## src/rtl/sram_arbiter.sv

```systemverilog
// Round-robin arbiter that hands the single external asynchronous SRAM to one
// requester at a time and sequences SETUP/ACCESS/DONE strobes on registered pins.
module sram_arbiter #(
  parameter int unsigned N_REQ         = 2,
  parameter int unsigned ADDR_W        = 20,
  parameter int unsigned DATA_W        = 16,
  parameter int unsigned ACCESS_CYCLES = 2
) (
  input  logic                    i_clk,
  input  logic                    i_rst_n,
  input  logic [N_REQ-1:0]        i_req,
  input  logic [N_REQ-1:0]        i_we_n,
  input  logic [N_REQ*ADDR_W-1:0] i_addr,
  input  logic [N_REQ*DATA_W-1:0] i_wdata,
  output logic [N_REQ-1:0]        o_ack,
  output logic [DATA_W-1:0]       o_rdata,
  output logic                    o_busy,
  output logic [2:0]              o_grant_id,
  output logic [ADDR_W-1:0]       o_sram_addr,
  output logic [DATA_W-1:0]       o_sram_dq,
  output logic                    o_sram_dq_oe,
  input  logic [DATA_W-1:0]       i_sram_dq,
  output logic                    o_sram_we_n,
  output logic                    o_sram_oe_n,
  output logic                    o_sram_ce_n,
  output logic                    o_sram_lb_n,
  output logic                    o_sram_ub_n
);

  localparam int unsigned PTR_W = (N_REQ > 1) ? $clog2(N_REQ) : 1;
  localparam int unsigned CNT_W = $clog2(ACCESS_CYCLES + 1);

  typedef enum logic [1:0] {IDLE, SETUP, ACCESS, DONE} state_t;

  state_t             state, state_next;
  logic [PTR_W-1:0]   rr_ptr, rr_ptr_next;
  logic [CNT_W-1:0]   cnt, cnt_next;
  logic [PTR_W-1:0]   grant, grant_next;
  logic               cur_we_n, cur_we_n_next;

  logic               found;
  logic [PTR_W-1:0]   pick, cand;
  int unsigned        idx;
  logic [ADDR_W-1:0]  sel_addr;
  logic [DATA_W-1:0]  sel_wdata;
  logic               sel_we_n;

  logic [N_REQ-1:0]   ack_next;
  logic [DATA_W-1:0]  rdata_next;
  logic               busy_next;
  logic [2:0]         grant_id_next;
  logic [ADDR_W-1:0]  addr_next;
  logic [DATA_W-1:0]  dq_next;
  logic               dq_oe_next, we_n_next, oe_n_next, ce_n_next;

  // First requesting index at or above rr_ptr, wrapping modulo N_REQ.
  always_comb begin
    found = 1'b0;
    pick  = '0;
    cand  = '0;
    idx   = 0;
    for (int unsigned i = 0; i < N_REQ; i++) begin
      idx  = (int'(rr_ptr) + i) % N_REQ;
      cand = PTR_W'(idx);
      if (!found && i_req[idx]) begin
        found = 1'b1;
        pick  = cand;
      end
    end
  end

  always_comb begin
    sel_addr  = '0;
    sel_wdata = '0;
    sel_we_n  = 1'b1;
    for (int unsigned k = 0; k < N_REQ; k++) begin
      if (PTR_W'(k) == pick) begin
        sel_addr  = i_addr[k*ADDR_W +: ADDR_W];
        sel_wdata = i_wdata[k*DATA_W +: DATA_W];
        sel_we_n  = i_we_n[k];
      end
    end
  end

  // Next-state logic computes the pin values for the state being entered,
  // so every SRAM pin comes straight from a flop.
  always_comb begin
    state_next    = state;
    rr_ptr_next   = rr_ptr;
    cnt_next      = cnt;
    grant_next    = grant;
    cur_we_n_next = cur_we_n;
    ack_next      = '0;
    rdata_next    = o_rdata;
    grant_id_next = o_grant_id;
    addr_next     = o_sram_addr;
    dq_next       = o_sram_dq;
    dq_oe_next    = 1'b0;
    we_n_next     = 1'b1;
    oe_n_next     = 1'b1;
    ce_n_next     = 1'b1;
    unique case (state)
      IDLE: begin
        if (found) begin
          state_next    = SETUP;
          grant_next    = pick;
          grant_id_next = 3'(pick);
          rr_ptr_next   = (pick == PTR_W'(N_REQ - 1)) ? '0 : pick + 1'b1;
          cur_we_n_next = sel_we_n;
          addr_next     = sel_addr;
          dq_next       = sel_wdata;
          dq_oe_next    = ~sel_we_n;
          ce_n_next     = 1'b0;
        end
      end
      SETUP: begin
        state_next = ACCESS;
        cnt_next   = '0;
        ce_n_next  = 1'b0;
        dq_oe_next = ~cur_we_n;
        we_n_next  = cur_we_n;
        oe_n_next  = ~cur_we_n;
      end
      ACCESS: begin
        if (cnt == CNT_W'(ACCESS_CYCLES - 1)) begin
          state_next = DONE;
          ack_next   = N_REQ'(1) << grant;
          if (cur_we_n) rdata_next = i_sram_dq;
        end else begin
          cnt_next   = cnt + 1'b1;
          ce_n_next  = 1'b0;
          dq_oe_next = ~cur_we_n;
          we_n_next  = cur_we_n;
          oe_n_next  = ~cur_we_n;
        end
      end
      DONE: state_next = IDLE;
      default: state_next = IDLE;
    endcase
    busy_next = (state_next != IDLE);
  end

  always_ff @(posedge i_clk or negedge i_rst_n) begin
    if (!i_rst_n) begin
      state        <= IDLE;
      rr_ptr       <= '0;
      cnt          <= '0;
      grant        <= '0;
      cur_we_n     <= 1'b1;
      o_ack        <= '0;
      o_rdata      <= '0;
      o_busy       <= 1'b0;
      o_grant_id   <= '0;
      o_sram_addr  <= '0;
      o_sram_dq    <= '0;
      o_sram_dq_oe <= 1'b0;
      o_sram_we_n  <= 1'b1;
      o_sram_oe_n  <= 1'b1;
      o_sram_ce_n  <= 1'b1;
      o_sram_lb_n  <= 1'b1;
      o_sram_ub_n  <= 1'b1;
    end else begin
      state        <= state_next;
      rr_ptr       <= rr_ptr_next;
      cnt          <= cnt_next;
      grant        <= grant_next;
      cur_we_n     <= cur_we_n_next;
      o_ack        <= ack_next;
      o_rdata      <= rdata_next;
      o_busy       <= busy_next;
      o_grant_id   <= grant_id_next;
      o_sram_addr  <= addr_next;
      o_sram_dq    <= dq_next;
      o_sram_dq_oe <= dq_oe_next;
      o_sram_we_n  <= we_n_next;
      o_sram_oe_n  <= oe_n_next;
      o_sram_ce_n  <= ce_n_next;
      o_sram_lb_n  <= ce_n_next;
      o_sram_ub_n  <= ce_n_next;
    end
  end

endmodule

```

## config.mk

```make
export PLATFORM = sky130hd
export DESIGN_NAME = sram_arbiter
export DESIGN_NICKNAME = d
export VERILOG_FILES = /design/src/rtl/sram_arbiter.sv
export SDC_FILE = /design/constraint.sdc
export NUM_CORES = 1
export LEC_CHECK = 0
export ABC_AREA = 1
export CAP_MARGIN = 20
export CORE_MARGIN = 2
export CORE_UTILIZATION = 43
export CTS_CLUSTER_SIZE = 10
export DETAILED_ROUTE_END_ITERATION = 10
export GPL_ROUTABILITY_DRIVEN = 0
export GPL_TIMING_DRIVEN = 0
export PLACE_DENSITY = 0.86
export SLEW_MARGIN = 20
export SYNTH_ARGS = -nofsm -noshare
export SYNTH_HDL_FRONTEND = slang
export SYNTH_SLANG_ARGS = --single-unit
```

## constraint.sdc

```tcl
create_clock -name i_clk -period 2.2 [get_ports i_clk]
set_clock_uncertainty 0.1 [all_clocks]
set_input_delay 0.44 -clock i_clk [delete_from_list [all_inputs] [get_ports i_clk]]
set_output_delay 0.44 -clock i_clk [all_outputs]
set_load 0.005 [all_outputs]
```

==> results <==
- The net count of the finished layout is 600.
- From bottom edge to top edge, the die measures roughly 88 um.
- Of the total synthesized cell area, the portion taken by AND, OR, NAND and NOR gates is 0.319.
- The share of the clock period used by the worst path is 0.911.
- The pre-antenna-repair detailed-routing pass consisted of 4 iterations.
- The final routed wirelength across all metal layers is ~8 mm.
- The power density of the placed cells is ~1200 nW/um2.
- The post-synthesis share of cell area spent on full adders, half adders and majority gates is 0.0247.
- The run finished with clean final reports.
- The number of fill cells in the layout is ~560.
- The share of the Yosys chip area taken by registers is 0.544.
- The tree built by TritonCTS fans out to 66 sinks.
- The H-tree was split into 3 levels.
- The detailed router's first-iteration violation count is between 90 and 100.
- The number of antenna diodes in the final layout is 0.
- The die is 88.1 um wide.
- After synthesis, the largest family of logic cells by area is simple AND/OR/NAND/NOR gates.
- The area of the die is a little under 8000 um2.
- The worst hold path belongs to the class reg2reg.
- Detailed routing inserted a total of ~2800 vias.
- The initial core utilization is 0.445.
- The XOR/XNOR share of the synthesized area is 0.
- The final hold violation count is 0.
- The worst setup path is of the reg2out kind.
- The total routing resource utilization after global routing is 0.210.
- In the synthesized netlist, the number of instances is 331.
- The floorplan core area is slightly below 7000 um2.
- The synthesis warning total is 0.
- The netlist area before placement is roughly 3000 um2.
- Synthesis inferred between 60 and 70 register bits.
- Setup repair after global routing left no endpoint under its margin.
- VDD sags by at most ~0.54 mV.
- The TritonCTS clock tree is built.
- The floorplan row count is 30.
- For this run, the slowest stage of the critical path takes 0.55 ns.
- The first-pass GRT wire length is 12.6 mm.
- Counting along the longest clock path gives a buffer depth of 2.
- The clock period minus worst slack is about 2 ns.
- The static leakage power is between 2 and 2.5 nW.
- The startpoint identified for the worst register-to-register timing path is state[0]$_DFF_PN0_.
- The number of distinct standard cells referenced by the synthesized netlist is 27.
- Of the cells placed in the final design, the portion with a size suffix greater than 1 is 0.131.
- In this run, placement finished with an instance count of a little under 600.
- The clock slew at the register clock pins of the worst setup and hold paths is ~0.07 ns.
- The initial antenna violation count is 0.
- TritonCTS created 9 clock buffers.
- The average routed wire per standard cell is 13.3 um.
- In the final layout, the multi-input gates occupy 1130 um2.
- Using the TritonRoute via totals, the vias-per-cell ratio works out to about 4.7.
- The final standard cell count with taps included and fillers excluded is 601.
- The kind of cell with the highest combined delay along the critical path is buffers and inverters.
- The top-level port count is between 150 and 200.
- The mux cell area share after synthesis is 0.
- Together, buffers and inverters on the worst path number 2.
- The clock insertion delay at the later pin of the skew report is about 0.33 ns.
- The maximum clock frequency is approximately 0.5 GHz.
- The area growth from synthesis to layout is 62.4%.
- The number of setup buffers added after CTS is 0.
- Entering global routing, the biggest net connects 45 pins.
- The final HPWL from detailed placement is 6.29 mm.
- The sequential cell area is 1660 um2.
- The post-synthesis compound-gate area fraction is 0.0251.
- The critical path data required time is between 1.5 and 2 ns.
- The total of buffers placed on input and output ports is between 150 and 200.
- Tracing the worst setup path back leads to its startpoint at o_sram_ub_n$_DFF_PN1_.
- Setup violations remaining at the end of the flow were counted as 0.
- The count of nets left with antenna violations once routing finished came out at 0.
- On the critical path, the stage with the largest delay is an instance of sky130_fd_sc_hd__dfstp_2.
- For this run, design rule violations remaining after detail routing come to 0.
- The number of instances resized during post-cts repair is 0.
- The largest fanout of any net on the critical path is 3.
- The number of maximum-capacitance violations is 0.
- The tightest hold path in the finished design has a slack of 0.357 ns.
- The number of pins with negative max-slew slack in the final report was 0.
- Traced cell by cell, the critical path runs through buf_4 > clkdlybuf4s50_1.
- The residual overflow from global routing is 0.
- The root buffer cell chosen for the clock tree is sky130_fd_sc_hd__clkbuf_8.
- The launching element type of the critical path is a register.
- Data on the critical path arrives at its endpoint at 1.46 ns.
- The critical path endpoint category is an output pin.
- The cts-stage hold buffer count is 1.
- The worst hold path begins at o_grant_id[0]$_DFFE_PN0P_.
- The via count of the first global-routing pass is around 2800.
- The average instance in the mapped netlist occupies about 9 um2.
-- cells in the final DEF (no fill, tap or decap), drive strengths merged --
cell type and n:
o21ai 7, clkbuf 13, o21bai 1, inv 13, dlygate4sd3 1, dfstp 4
nand3 55, bufinv 1, o22ai 1, clkdlybuf4s50 154, dfrtp 62, conb 2
nand2 150, a22oi 1, nor2 8, ha 6, o211ai 1, a21oi 1
o21a 1, clkinv 2, buf 21
-- report_power, final --
group	switching, mW	internal [mW]
clock	0.422	0.552
combinational	1.32	1.74
sequential	0.308	1.84
-- cells by family (layout without fill, tap and decap cells) --
family | count (synthesis) | count (layout)
and+or+nand+nor | 213 | 213
DFF | 66 | 66
buffers and inverters | 32 | 205
AOI/OAI and AO/OA | 13 | 13
adders and majority gates | 6 | 6
other | 1 | 2
-- cell usage after synthesis --
library cell / n / area share
sky130_fd_sc_hd__inv_1: 11 / 0.014
sky130_fd_sc_hd__nor2_2: 1 / 0.0021
sky130_fd_sc_hd__o21bai_1: 1 / 0.0025
sky130_fd_sc_hd__conb_1: 1 / 0.0012
sky130_fd_sc_hd__inv_8: 1 / 0.0037
sky130_fd_sc_hd__buf_6: 9 / 0.033
sky130_fd_sc_hd__buf_4: 5 / 0.012
sky130_fd_sc_hd__buf_8: 1 / 0.0049
sky130_fd_sc_hd__nand2_2: 14 / 0.029
sky130_fd_sc_hd__a21oi_1: 1 / 0.0016
sky130_fd_sc_hd__nand2_1: 135 / 0.17
sky130_fd_sc_hd__dfstp_2: 4 / 0.035
sky130_fd_sc_hd__a22oi_1: 1 / 0.0025
sky130_fd_sc_hd__inv_2: 1 / 0.0012
sky130_fd_sc_hd__nand2_4: 1 / 0.0037
sky130_fd_sc_hd__o21a_1: 1 / 0.0025
sky130_fd_sc_hd__ha_1: 6 / 0.025
sky130_fd_sc_hd__buf_12: 2 / 0.013
sky130_fd_sc_hd__nor2_1: 4 / 0.0049
sky130_fd_sc_hd__nand3_1: 48 / 0.079
sky130_fd_sc_hd__o211ai_1: 1 / 0.0025
sky130_fd_sc_hd__buf_2: 2 / 0.0033
sky130_fd_sc_hd__o22ai_1: 1 / 0.0021
sky130_fd_sc_hd__dfrtp_1: 62 / 0.51
sky130_fd_sc_hd__nand3_2: 7 / 0.023
sky130_fd_sc_hd__o21ai_0: 7 / 0.012
sky130_fd_sc_hd__nor2_4: 3 / 0.011
-- metrics by stage --
step,setup slack [ns],util,area (um2),power (mW),TNS [ns]
after CTS,0.177,0.723,4940,6.25,0
after floorplan,0.700,-,3050,3.58,0
final,0.196,0.723,4940,6.17,0
after global routing,0.148,0.723,4940,6.64,0
after global placement,-1.58,0.691,4720,5.13,-100.77
after detailed placement,0.234,0.694,4740,5.25,0
-- layout make-up --
type,count,share of cell area
clock buffers,13,0.0301
well taps,96,0.0243
inverters,13,0.0114
repair buffers,157,0.321
multi-input cells,234,0.229
plain buffers,19,0.0413
flip-flops and latches,66,0.335
clock inverters,3,0.00810
-- worst register-to-register path: stages, from the launching register on --
cell,delay (ns)
sky130_fd_sc_hd__dfrtp_1,0.42
sky130_fd_sc_hd__inv_1,0.13
sky130_fd_sc_hd__ha_1,0.26
sky130_fd_sc_hd__nand2_1,0.13
sky130_fd_sc_hd__inv_1,0.10
sky130_fd_sc_hd__nand2_1,0.17
sky130_fd_sc_hd__buf_6,0.20
sky130_fd_sc_hd__nand2_1,0.06
sky130_fd_sc_hd__nand2_1,0.05
-- flip-flops by register name, summed over array words and instances (netlist names) --
register	count
cur_we_n	1
o_busy	1
rr_ptr	1
o_sram_dq	16
cnt	2
o_sram_oe_n	1
o_sram_we_n	1
o_sram_addr	20
o_ack	2
o_sram_dq_oe	1
o_grant_id	1
o_rdata	16
o_sram_ub_n	1
state	2
-- metal layers --
metal / part of all wire / vias up / global-route usage
met5: 0 / - / 0
met4: 0.019 / 0 / 0.0826
met3: 0.082 / 16 / 0.0650
met2: 0.51 / 119 / 0.368
met1: 0.38 / 1328 / 0.240
li1: - / 1385 / -
-- worst paths after layout --
kind	endpoint	slack (ns)	depth (start not counted)
max	o_sram_ub_n	0.20	2
min	o_ack[0]$_DFF_PN0_	0.36	1
max reg2reg	o_rdata[12]$_DFFE_PN0P_	0.48	8
min reg2reg	o_ack[0]$_DFF_PN0_	0.36	1
max in group asynchronous	o_sram_ub_n$_DFF_PN1_	0.98	3
min in group asynchronous	o_rdata[8]$_DFFE_PN0P_	0.46	2
Note: power is estimated with default switching activity, not from simulation.
